[src/rtl/syn_fifo_pkg.sv]
// ============================================================================
// Module   : syn_fifo_pkg
// Purpose  : Shared types and helpers for the syn_fifo_flags FIFO.
// Revision : 1.0 - initial release
// ============================================================================
`default_nettype none

package syn_fifo_pkg;

  // Indexed by {rd_acc, wr_acc}.
  typedef enum logic [1:0] {
    IDLE = 2'b00,
    WR   = 2'b01,
    RD   = 2'b10,
    BOTH = 2'b11
  } fifo_op_e;

  function automatic int ptr_w(input int dep);
    return $clog2(dep) + 1;
  endfunction

endpackage

`default_nettype wire

[src/rtl/syn_fifo_mem.sv]
// ============================================================================
// Module   : syn_fifo_mem
// Purpose  : FIFO storage, one synchronous write port, one async read port.
// Revision : 1.0 - initial release
// ============================================================================
`default_nettype none

module syn_fifo_mem #(
  parameter int DEP  = 8,
  parameter int DWID = 16
) (
  input  logic                     clk,
  input  logic                     wr_en_i,
  input  logic [$clog2(DEP)-1:0]   waddr_i,
  input  logic [DWID-1:0]          wdata_i,
  input  logic [$clog2(DEP)-1:0]   raddr_i,
  output logic [DWID-1:0]          rdata_o
);

  // No reset so the array maps onto RAM.
  logic [DWID-1:0] mem_q [DEP];

  always_ff @(posedge clk) begin
    if (wr_en_i) begin
      mem_q[waddr_i] <= wdata_i;
    end
  end

  assign rdata_o = mem_q[raddr_i];

endmodule

`default_nettype wire

[src/rtl/syn_fifo_flags.sv]
// ============================================================================
// Module   : syn_fifo_flags
// Purpose  : Synchronous FIFO with fill count, threshold flags, FWFT or
//            registered read, flush and sticky overflow/underflow flags.
// Revision : 1.0 - initial release
// ============================================================================
`default_nettype none

module syn_fifo_flags
  import syn_fifo_pkg::*;
#(
  parameter int DEP    = 8,
  parameter int DWID   = 16,
  parameter int AF_LVL = DEP - 2,
  parameter int AE_LVL = 2,
  parameter int FWFT   = 1
) (
  input  logic                   clk,
  input  logic                   rst,
  input  logic                   flush_i,
  input  logic                   wr_i,
  input  logic [DWID-1:0]        wdata,
  input  logic                   rd_i,
  output logic [DWID-1:0]        rdata,
  output logic                   rvalid_o,
  output logic                   full_o,
  output logic                   empty_o,
  output logic                   afull_o,
  output logic                   aempty_o,
  output logic [$clog2(DEP):0]   count_o,
  output logic                   ovf_err_o,
  output logic                   udf_err_o,
  input  logic                   err_clr_i
);

  localparam int PW = ptr_w(DEP);
  localparam int AW = PW - 1;
  localparam logic [PW-1:0] AF_C = PW'(AF_LVL);
  localparam logic [PW-1:0] AE_C = PW'(AE_LVL);

  logic [PW-1:0]   wrptr_q, wrptr_d;
  logic [PW-1:0]   rdptr_q, rdptr_d;
  logic [PW-1:0]   count_q, count_d;
  logic            ovf_q, ovf_d;
  logic            udf_q, udf_d;
  logic            full, empty;
  logic            wr_acc, rd_acc;
  logic            ovf_ev, udf_ev;
  logic [DWID-1:0] mem_rdata;
  fifo_op_e        op;

  // Wrap bit differs with equal low bits: writer is a full lap ahead.
  assign full  = (wrptr_q[PW-1] != rdptr_q[PW-1]) &&
                 (wrptr_q[AW-1:0] == rdptr_q[AW-1:0]);
  assign empty = (wrptr_q == rdptr_q);

  assign rd_acc = rd_i & ~empty & ~flush_i;
  assign wr_acc = wr_i & (~full | rd_acc) & ~flush_i;
  assign ovf_ev = wr_i & ~wr_acc & ~flush_i;
  assign udf_ev = rd_i & empty & ~flush_i;
  assign op     = fifo_op_e'({rd_acc, wr_acc});

  always_comb begin
    wrptr_d = wrptr_q;
    rdptr_d = rdptr_q;
    count_d = count_q;
    if (flush_i) begin
      wrptr_d = '0;
      rdptr_d = '0;
      count_d = '0;
    end else begin
      if (wr_acc) wrptr_d = wrptr_q + 1'b1;
      if (rd_acc) rdptr_d = rdptr_q + 1'b1;
      unique case (op)
        WR:      count_d = count_q + 1'b1;
        RD:      count_d = count_q - 1'b1;
        default: count_d = count_q;
      endcase
    end
  end

  // A new error event in the same cycle as a clear keeps the flag set.
  assign ovf_d = (ovf_q & ~err_clr_i) | ovf_ev;
  assign udf_d = (udf_q & ~err_clr_i) | udf_ev;

  always_ff @(posedge clk or negedge rst) begin
    if (!rst) begin
      wrptr_q <= '0;
      rdptr_q <= '0;
      count_q <= '0;
      ovf_q   <= 1'b0;
      udf_q   <= 1'b0;
    end else begin
      wrptr_q <= wrptr_d;
      rdptr_q <= rdptr_d;
      count_q <= count_d;
      ovf_q   <= ovf_d;
      udf_q   <= udf_d;
    end
  end

  syn_fifo_mem #(
    .DEP  (DEP),
    .DWID (DWID)
  ) u_mem (
    .clk     (clk),
    .wr_en_i (wr_acc),
    .waddr_i (wrptr_q[AW-1:0]),
    .wdata_i (wdata),
    .raddr_i (rdptr_q[AW-1:0]),
    .rdata_o (mem_rdata)
  );

  generate
    if (FWFT != 0) begin : g_fwft
      assign rdata    = mem_rdata;
      assign rvalid_o = ~empty;
    end else begin : g_regrd
      logic [DWID-1:0] rdata_q;
      logic            rvalid_q;

      always_ff @(posedge clk or negedge rst) begin
        if (!rst) begin
          rdata_q  <= '0;
          rvalid_q <= 1'b0;
        end else begin
          rvalid_q <= rd_acc;
          if (rd_acc) rdata_q <= mem_rdata;
        end
      end

      assign rdata    = rdata_q;
      assign rvalid_o = rvalid_q;
    end
  endgenerate

  assign full_o    = full;
  assign empty_o   = empty;
  assign afull_o   = (count_q >= AF_C);
  assign aempty_o  = (count_q <= AE_C);
  assign count_o   = count_q;
  assign ovf_err_o = ovf_q;
  assign udf_err_o = udf_q;

endmodule

`default_nettype wire

[config.mk]
export PLATFORM = sky130hd
export DESIGN_NAME = syn_fifo_flags
export DESIGN_NICKNAME = d
export VERILOG_FILES = /design/src/rtl/syn_fifo_pkg.sv /design/src/rtl/syn_fifo_mem.sv /design/src/rtl/syn_fifo_flags.sv
export SDC_FILE = /design/constraint.sdc
export NUM_CORES = 1
export LEC_CHECK = 0
export ABC_AREA = 1
export CAP_MARGIN = 20
export CORE_MARGIN = 4
export CORE_UTILIZATION = 59
export CTS_CLUSTER_SIZE = 10
export DETAILED_ROUTE_END_ITERATION = 10
export PLACE_DENSITY = 0.81
export SYNTH_ARGS = -nofsm -noshare
export SYNTH_HDL_FRONTEND = slang
export SYNTH_HIERARCHICAL = 1
export SYNTH_SLANG_ARGS = --single-unit
[constraint.sdc]
create_clock -name clk -period 5.3 [get_ports clk]
set_clock_uncertainty 0.1 [all_clocks]
set_input_delay 0.795 -clock clk [delete_from_list [all_inputs] [get_ports clk]]
set_output_delay 0.795 -clock clk [all_outputs]
set_load 0.05 [all_outputs]
## Word-level counts from Yosys, hierarchy flattened

Memory sizes are Yosys's and may differ from the RTL's.
Index checks and enable logic that the tools add are counted.

- Flip-flop bits (word level): 14
- Latch bits: 0
- Memory bits (writable): 128
- Bits in read-only memories: 0
- Bits of input ports: 22
- Word-level logic and storage cells: 47
- Memories: 1

Memory list:

| name | depth | bits a word | read ports | clocked after Yosys merged registers in | wr ports | RTL line | text |
|---|---|---|---|---|---|---|---|
| u_mem.mem_q | 8 | 16 | 1 | 0 | 1 | syn_fifo_mem.sv:21 | `logic [DWID-1:0] mem_q [DEP];` |

- Add/subtract/negate cells: 4
- Multiply operators: 0
- Divide/modulo/power cells: 0
- Order comparisons: 2
- Equal/unequal tests: 5
- Shifts and indexed selects: 0
- Mux-type cells: 8
- Bitwise gates (word level): 18
- Reductions and logical operators: 4

Operator list:

| cell | count |
|---|---|
| two-way mux 4 bit | 5 |
| adder 4 x 1 -> 4 bit, second input constant | 3 |
| AND 1 bit | 10 |
| case mux 4 bit (2 select lines) | 1 |
| inverter 1 bit | 5 |
| == test 4 bit | 1 |
| greater-or-equal comparator 4 x 3 -> 1 bit, second input constant | 1 |
| less-or-equal comparator 4 x 2 -> 1 bit, second input constant | 1 |
| nonzero test 2 bit | 2 |
| subtractor 4 x 1 -> 4 bit, second input constant | 1 |
| == test 3 bit | 1 |
| bitwise OR 1 bit | 3 |
| nonzero test 3 bit | 1 |
| == test 2 x 1 -> 1 bit, second input constant | 1 |
| == test 2 bit, second input constant | 1 |
| two-way mux 1 bit | 2 |
| logical AND 1 bit | 1 |
| inequality test 1 bit | 1 |

## Depth between registers and ports, before layout

Gate-level depths: netlist of the first run.

- Word-level depth: 11
- Gate-level depth with buffers: 15
- Gate-level depth less buffers: 15

## Hierarchy

The synthesis of the first run kept the hierarchy.

Modules (own cells, without submodules):

| module | times used | cells each | area an instance (um^2) | sequential area each (um^2) |
|---|---|---|---|---|
| syn_fifo_mem | 1 | 571 | 5,669.2 | 3,843.7 |
| syn_fifo_flags | 1 | 124 | 959.7 | 350.3 |

## Worst setup path before layout of the first run

OpenSTA, ideal clock, no wires.

- Kind: flip-flop to output port
- Start: register count_q[1] (netlist: count_o[1])
- End: output afull_o
- Arrival time: 1,896 ps
- Path slack: 2,509 ps
- Cell stages (with the launch flop): 3
- Path buffers: 0
- Cells stage by stage: dfrtp_1 -> inv_1 -> o21ai_0

- Cells in the longest elaborated chain, start to end: 1

RTL lines:

| element | RTL line | text |
|---|---|---|
| start, declared | syn_fifo_flags.sv:43 | `logic [PW-1:0] count_q, count_d;` |
| start signal, assigned | syn_fifo_flags.sv:96 | `count_q <= count_d;` |
| greater-or-equal comparator 4 x 3 -> 1 bit | syn_fifo_flags.sv:139 | `assign afull_o = (count_q >= AF_C);` |
| end, declared | syn_fifo_flags.sv:28 | `output logic afull_o,` |

Every way passes these cells.

## Worst setup path in the final report of the first run

- Start: register rdptr_q[0]
- End: output full_o

- Cells in the longest elaborated chain, start to end: 2

RTL lines:

| element | RTL line | text |
|---|---|---|
| start, declared | syn_fifo_flags.sv:42 | `logic [PW-1:0] rdptr_q, rdptr_d;` |
| start signal, assigned | syn_fifo_flags.sv:95 | `rdptr_q <= rdptr_d;` |
| == test 3 bit | syn_fifo_flags.sv:54 | `(wrptr_q[AW-1:0] == rdptr_q[AW-1:0]);` |
| logical AND 1 bit | syn_fifo_flags.sv:53 | `assign full = (wrptr_q[PW-1] != rdptr_q[PW-1]) &&` |
| end, declared | syn_fifo_flags.sv:26 | `output logic full_o,` |

Every way passes these cells.

==> flow_metrics.tcl, run 1 <==
set metrics [dict create \
    ant_nets 0 \
    p_switching_mw 0.903 \
    rows 38 \
    hold_class "reg -> reg" \
    cts-root-buf "clkbuf_16" \
    clock_latency_ns 0.41 \
    setup_tns_ns 0 \
    swShare 0.297 \
    met3_length_mm 1.03 \
    fin_crit_sh 0.723 \
    cts.path.max_buffers 2 \
    synth_edf_count 128 \
    wl_mm 15.0 \
    final_max_slew_viol_count 0 \
    worstSetupEndpointType "output pin" \
    drt-pass1-iter-count 7 \
    core_um2 10900 \
    met2_length_mm 7.87 \
    peakVddDrop_mv 0.247 \
    drive_gt1_frac 0.0773 \
    min_period_ns 3.83 \
    start_util 0.606 \
    clkTransAtPathRegs_ns 0.06 \
    total_leakage_power_nw 3.56 \
    dp_hpwl_mm 8.94 \
    antenna_found_initial 0 \
    path_max_fanout 68 \
    rsz0062_at_grt "false" \
    postPlaceCellArea_um2 7220 \
    num_antenna_cells 0 \
    ios 49 \
    worst_ep_arrival_time_ns 2.94 \
    worstSetupPathType "reg -> out" \
    fin_nets 777 \
    ys_async_sr_fraction 0.0986 \
    p_int_mw 2.13 \
    syn_area_per_cell_um2 9.54 \
    syn_inst 695 \
    grt_overflow 0 \
    route.detailed.drc 0 \
    syn2layout_area_growth_pct 17.6 \
    grt_pass1_wl_mm 24.1 \
    viasPerCell 5.32 \
    required_ns 4.41 \
    synth_cell_types 31 \
    wl_met1_mm 5.90 \
    syn_nets 722 \
    cts_tree "done" \
    cts.hold.buffers_added 0 \
    grtUsageTotal 0.246 \
    wl_per_cell_um 16.6 \
    htree_num_levels 4 \
    num_vias 4807 \
    cts_sinks 142 \
    setup_viol 0 \
    drt_iter0_markers 561 \
    grt_max_degree 69 \
    ys_seq_area_frac 0.633 \
    seq_power_share 0.418 \
    die_h_um 114 \
    place_congestion 0.833 \
    cap_violations 0 \
    slew_headroom 0.459 \
    multi_input_area_um2 1680 \
    die-area_um2 13000 \
    n_fill_cell 755 \
    power.share.combinational 0.216 \
    fmax_mhz 261 \
    fin_area_um2 7790 \
    worst_pin_slew_ns 0.812 \
    grt_pass1_vias 4892 \
    synth_flop_cell "edfxtp_1" \
    io_buffer_count 48 \
    ff_latch_area_um2 4200 \
    synth-seq-cells 142 \
    final_cell_mix "247 x nand2_1, 151 x inv_1, 128 x edfxtp_1" \
    start_kind "flop" \
    post-cts-setup-buffers 0 \
    timing.final.ws_setup_ns 1.47 \
    yosys_warnings 6 \
    p_clk_frac 0.366 \
    syn_area_um2 6630 \
    status "completed" \
    cts_resized 0 \
    layout_commonest_cell "nand2_1" \
    top_layer "met4" \
    powerDensity_nw_per_um2 390 \
    hold_viol 0 \
    dp_slack_ns 1.70 \
    cts_buffers 17 \
    fp.dieW_um 114 \
]
## synthesized netlist by cell type, types with 2 or more instances
master    number  share of area
nand2_1      247           0.14
inv_1        151          0.086
edfxtp_1     128           0.58
nand3_1       70          0.053
dfrtp_1       14          0.053
nor2_1        14         0.0079
buf_2         12         0.0091
buf_6          7          0.012
o21ai_0        7         0.0053
inv_2          5         0.0028
nand2_2        5         0.0047
buf_4          4         0.0045
ha_1           4         0.0076
nand4_1        4         0.0038
o21ai_1        3         0.0023
nand2_4        2         0.0034
nor2_4         2         0.0034
nor3_1         2         0.0015
o22ai_1        2         0.0019
## routing by layer
metal / global-route usage / vias to the layer above
met1: 0.294 / 2309
li1: - / 2273
met3: 0.0647 / 22
met2: 0.431 / 203
met5: 0 / -
met4: 0.0847 / 0
## metrics by stage
| stage | total power [mW] | cells | util | hold WS (ns) |
|---|---|---|---|---|
| 2_1_floorplan | 1.75 | 695 | - | 0.399 |
| 5_1_grt | 3.16 | 903 | 0.713 | 0.484 |
| 4_1_cts | 3.05 | 902 | 0.711 | 0.448 |
| 6_report | 3.04 | 903 | 0.713 | 0.448 |
| 3_5_place_dp | 1.94 | 870 | 0.660 | 0.436 |
| 3_3_place_gp | 1.92 | 869 | 0.657 | 0.433 |
## worst max-delay path, cell delays in order (launching register included)
cell             delay [ns]
dfrtp_2                0.36
buf_4                  0.60
inv_1                  0.18
nand2_1                0.10
nand2_1                0.09
nor2_4                 0.13
nand2_1                0.15
inv_2                  0.10
clkdlybuf4s50_1        0.80
## layout make-up
type	instances	area share
flip-flops and latches	142	0.538
multi-input cells	373	0.215
repair buffers	60	0.0774
inverters	156	0.0751
clock buffers	19	0.0556
well taps	140	0.0225
clock inverters	13	0.0159
## flip-flops by register name, summed over array words and instances (netlist names)
name	cells
udf_err_o	1
ovf_err_o	1
u_mem/mem_q	128
count_o	4
rdptr_q	4
wrptr_q	4
## path summary, 6_finish.rpt
| path | from | to | slack [ns] | depth (start not counted) |
|---|---|---|---|---|
| min in group asynchronous | rst | count_o[0]$_DFFE_PN0P_ | 0.69 | 1 |
| worst max-delay path | rdptr_q[0]$_DFFE_PN0P_ | full_o | 1.47 | 8 |
| worst min register to register | udf_err_o$_DFF_PN0_ | udf_err_o$_DFF_PN0_ | 0.45 | 2 |
| worst min-delay path | udf_err_o$_DFF_PN0_ | udf_err_o$_DFF_PN0_ | 0.45 | 2 |
| worst max register to register | rdptr_q[0]$_DFFE_PN0P_ | u_mem/mem_q[0][2]$_DFFE_PP_ | 2.03 | 12 |
| max in group asynchronous | rst | rdptr_q[0]$_DFFE_PN0P_ | 3.94 | 1 |
## power by group through the flow
stage | logic, mW | registers, mW | clock network [mW]
detailed placement | 0.644 | 1.29 | 0
CTS | 0.652 | 1.27 | 1.13
finish | 0.657 | 1.27 | 1.11
global route | 0.712 | 1.27 | 1.18
floorplan | 0.438 | 1.31 | 0
global placement | 0.626 | 1.29 | 0
## kinds of logic (layout without fill, tap and decap cells)
| kind of cell | count (synthesis) | count (layout) | share of synthesized area |
|---|---|---|---|
| adders and majority gates | 5 | 5 | 0.0106 |
| AOI/OAI and AO/OA | 16 | 16 | 0.0138 |
| DFF | 142 | 142 | 0.633 |
| and+or+nand+nor | 350 | 350 | 0.226 |
| buffers and inverters | 180 | 248 | 0.114 |
| xor gates and xnor gates | 2 | 2 | 0.00264 |
Power figures use the tool's default switching activity.
==> run 2: changes to the inputs <==
==> constraint.sdc (replaced) <==
create_clock -name clk -period 3.9 [get_ports clk]
set_clock_uncertainty 0.1 [all_clocks]
set_input_delay 0.585 -clock clk [delete_from_list [all_inputs] [get_ports clk]]
set_output_delay 0.585 -clock clk [all_outputs]
set_load 0.05 [all_outputs]
==> flow_metrics.tcl, run 2 (synthesis results as in run 1) <==
set metrics [dict create \
    drt_iter0_markers 548 \
    cts.path.max_buffers 2 \
    fmax_mhz 326 \
    syn2layout_area_growth_pct 17.8 \
    cts_tree "done" \
    dp_hpwl_mm 8.80 \
    start_kind "flop" \
    num_antenna_cells 0 \
    viasPerCell 5.27 \
    core_um2 10900 \
    clkTransAtPathRegs_ns 0.06 \
    postPlaceCellArea_um2 7160 \
    die_h_um 114 \
    whs_ns 0.460 \
    ios 49 \
    start_util 0.606 \
    seq_power_share 0.404 \
    fp.dieW_um 114 \
    layout_commonest_cell "nand2_1" \
    status "completed" \
    final_max_slew_viol_count 0 \
    ant_nets 0 \
    setup_tns_ns 0 \
    rows 38 \
    wl_per_cell_um 16.0 \
    clock_latency_ns 0.42 \
    setup_viol 0 \
    required_ns 3.21 \
    powerDensity_nw_per_um2 548 \
    hold_class "in -> async" \
    swShare 0.296 \
    fin_nets 778 \
    final_cell_mix "247 x nand2_1, 151 x inv_1, 128 x edfxtp_1" \
    worstSetupEndpointType "output pin" \
    n_fill_cell 740 \
    cts.hold.buffers_added 0 \
    cap_violations 0 \
    die-area_um2 13000 \
    grtUsageTotal 0.236 \
    grt_pass1_vias 4744 \
    wl_mm 14.4 \
    io_buffer_count 48 \
    drt-pass1-iter-count 8 \
    route.detailed.drc 0 \
    drive_gt1_frac 0.105 \
    num_vias 4764 \
    grt_max_degree 67 \
    cts-root-buf "clkbuf_16" \
    fin_crit_sh 0.786 \
    htree_num_levels 4 \
    cts_sinks 142 \
    p_switching_mw 1.26 \
    antenna_found_initial 0 \
    total_leakage_power_nw 3.60 \
    post-cts-setup-buffers 0 \
    cts_buffers 17 \
    place_congestion 0.939 \
    cts_resized 0 \
    p_clk_frac 0.392 \
    rsz0062_at_grt "false" \
    slew_headroom 0.510 \
    p_int_mw 3.01 \
    worst_ep_arrival_time_ns 2.38 \
    path_max_fanout 20 \
    grt_pass1_wl_mm 23.3 \
    power.share.combinational 0.204 \
    grt_overflow 0 \
    hold_viol 0 \
    fin_area_um2 7810 \
    worstSetupPathType "reg -> out" \
    min_period_ns 3.06 \
    worst_pin_slew_ns 0.735 \
    largest_reg_flops 128 \
    top_register "u_mem/mem_q" \
    peakVddDrop_mv 0.347 \
]
run 2: changes by cell type in the layout (fill, tap and decap cells not counted):
cell / previous run / this run
buf_4: 10 / 28
clkinv_4: 1 / 2
clkbuf_1: 2 / 0
inv_6: 0 / 2
bufinv_16: 2 / 3
buf_16: 1 / 0
clkinv_2: 5 / 2
clkdlybuf4s50_1: 48 / 32
clkinv_1: 2 / 0
clkbuf_8: 0 / 3
run 2: per-layer routing:
metal / wire length [µm] / vias up / global-route usage / part of all wire
met5: 0 / - / 0 / 0
met4: 328 / 0 / 0.0823 / 0.023
met3: 1020 / 35 / 0.0658 / 0.071
met2: 7140 / 211 / 0.388 / 0.49
met1: 5940 / 2241 / 0.302 / 0.41
li1: - / 2277 / - / -
run 2: final timing paths:
check,startpoint,to,slack [ns],cells after the start
worst max-delay path,rdptr_q[2]$_DFFE_PN0P_,full_o,0.84,8
worst min-delay path,rst,udf_err_o$_DFF_PN0_,0.46,1
worst max register to register,rdptr_q[2]$_DFFE_PN0P_,u_mem/mem_q[7][12]$_DFFE_PP_,1.19,13
worst min register to register,udf_err_o$_DFF_PN0_,udf_err_o$_DFF_PN0_,0.46,2
max in group asynchronous,rst,rdptr_q[0]$_DFFE_PN0P_,2.79,1
min in group clk,udf_err_o$_DFF_PN0_,udf_err_o$_DFF_PN0_,0.46,2
run 2: power groups by stage:
stage	combinational (mW)	clock, mW	sequential [mW]
2_1_floorplan	0.595	0	1.78
6_report	0.873	1.68	1.73
4_1_cts	0.865	1.69	1.73
5_1_grt	0.946	1.78	1.73
3_3_place_gp	0.838	0	1.75
3_5_place_dp	0.856	0	1.76
run 2: critical path, cell delays in order (launching register included):
cell	delay, ns
dfrtp_1	0.32
buf_4	0.26
inv_1	0.12
nand2_1	0.08
nand2_2	0.07
nor2_1	0.09
nand2_1	0.12
inv_2	0.09
clkdlybuf4s50_1	0.80
run 2: per-stage QoR:
stage               utilization  cells  total power [mW]  setup slack (ns)
detailed placement        0.655    871              2.61             0.576
global placement          0.655    871              2.59             0.720
finish                    0.714    904              4.27             0.835
floorplan                     -    695              2.38              1.30
CTS                       0.712    903              4.28             0.821
global route              0.714    904              4.45             0.660
run 2: cell type report:
type / count / area, µm² / share of cell area
Sequential cell: 142 / 4200 / 0.537
Multi-Input combinational cell: 373 / 1680 / 0.215
Inverter: 156 / 586 / 0.0750
Timing Repair Buffer: 61 / 551 / 0.0705
Clock buffer: 20 / 467 / 0.0598
Tap cell: 140 / 175 / 0.0224
Clock inverter: 12 / 158 / 0.0202
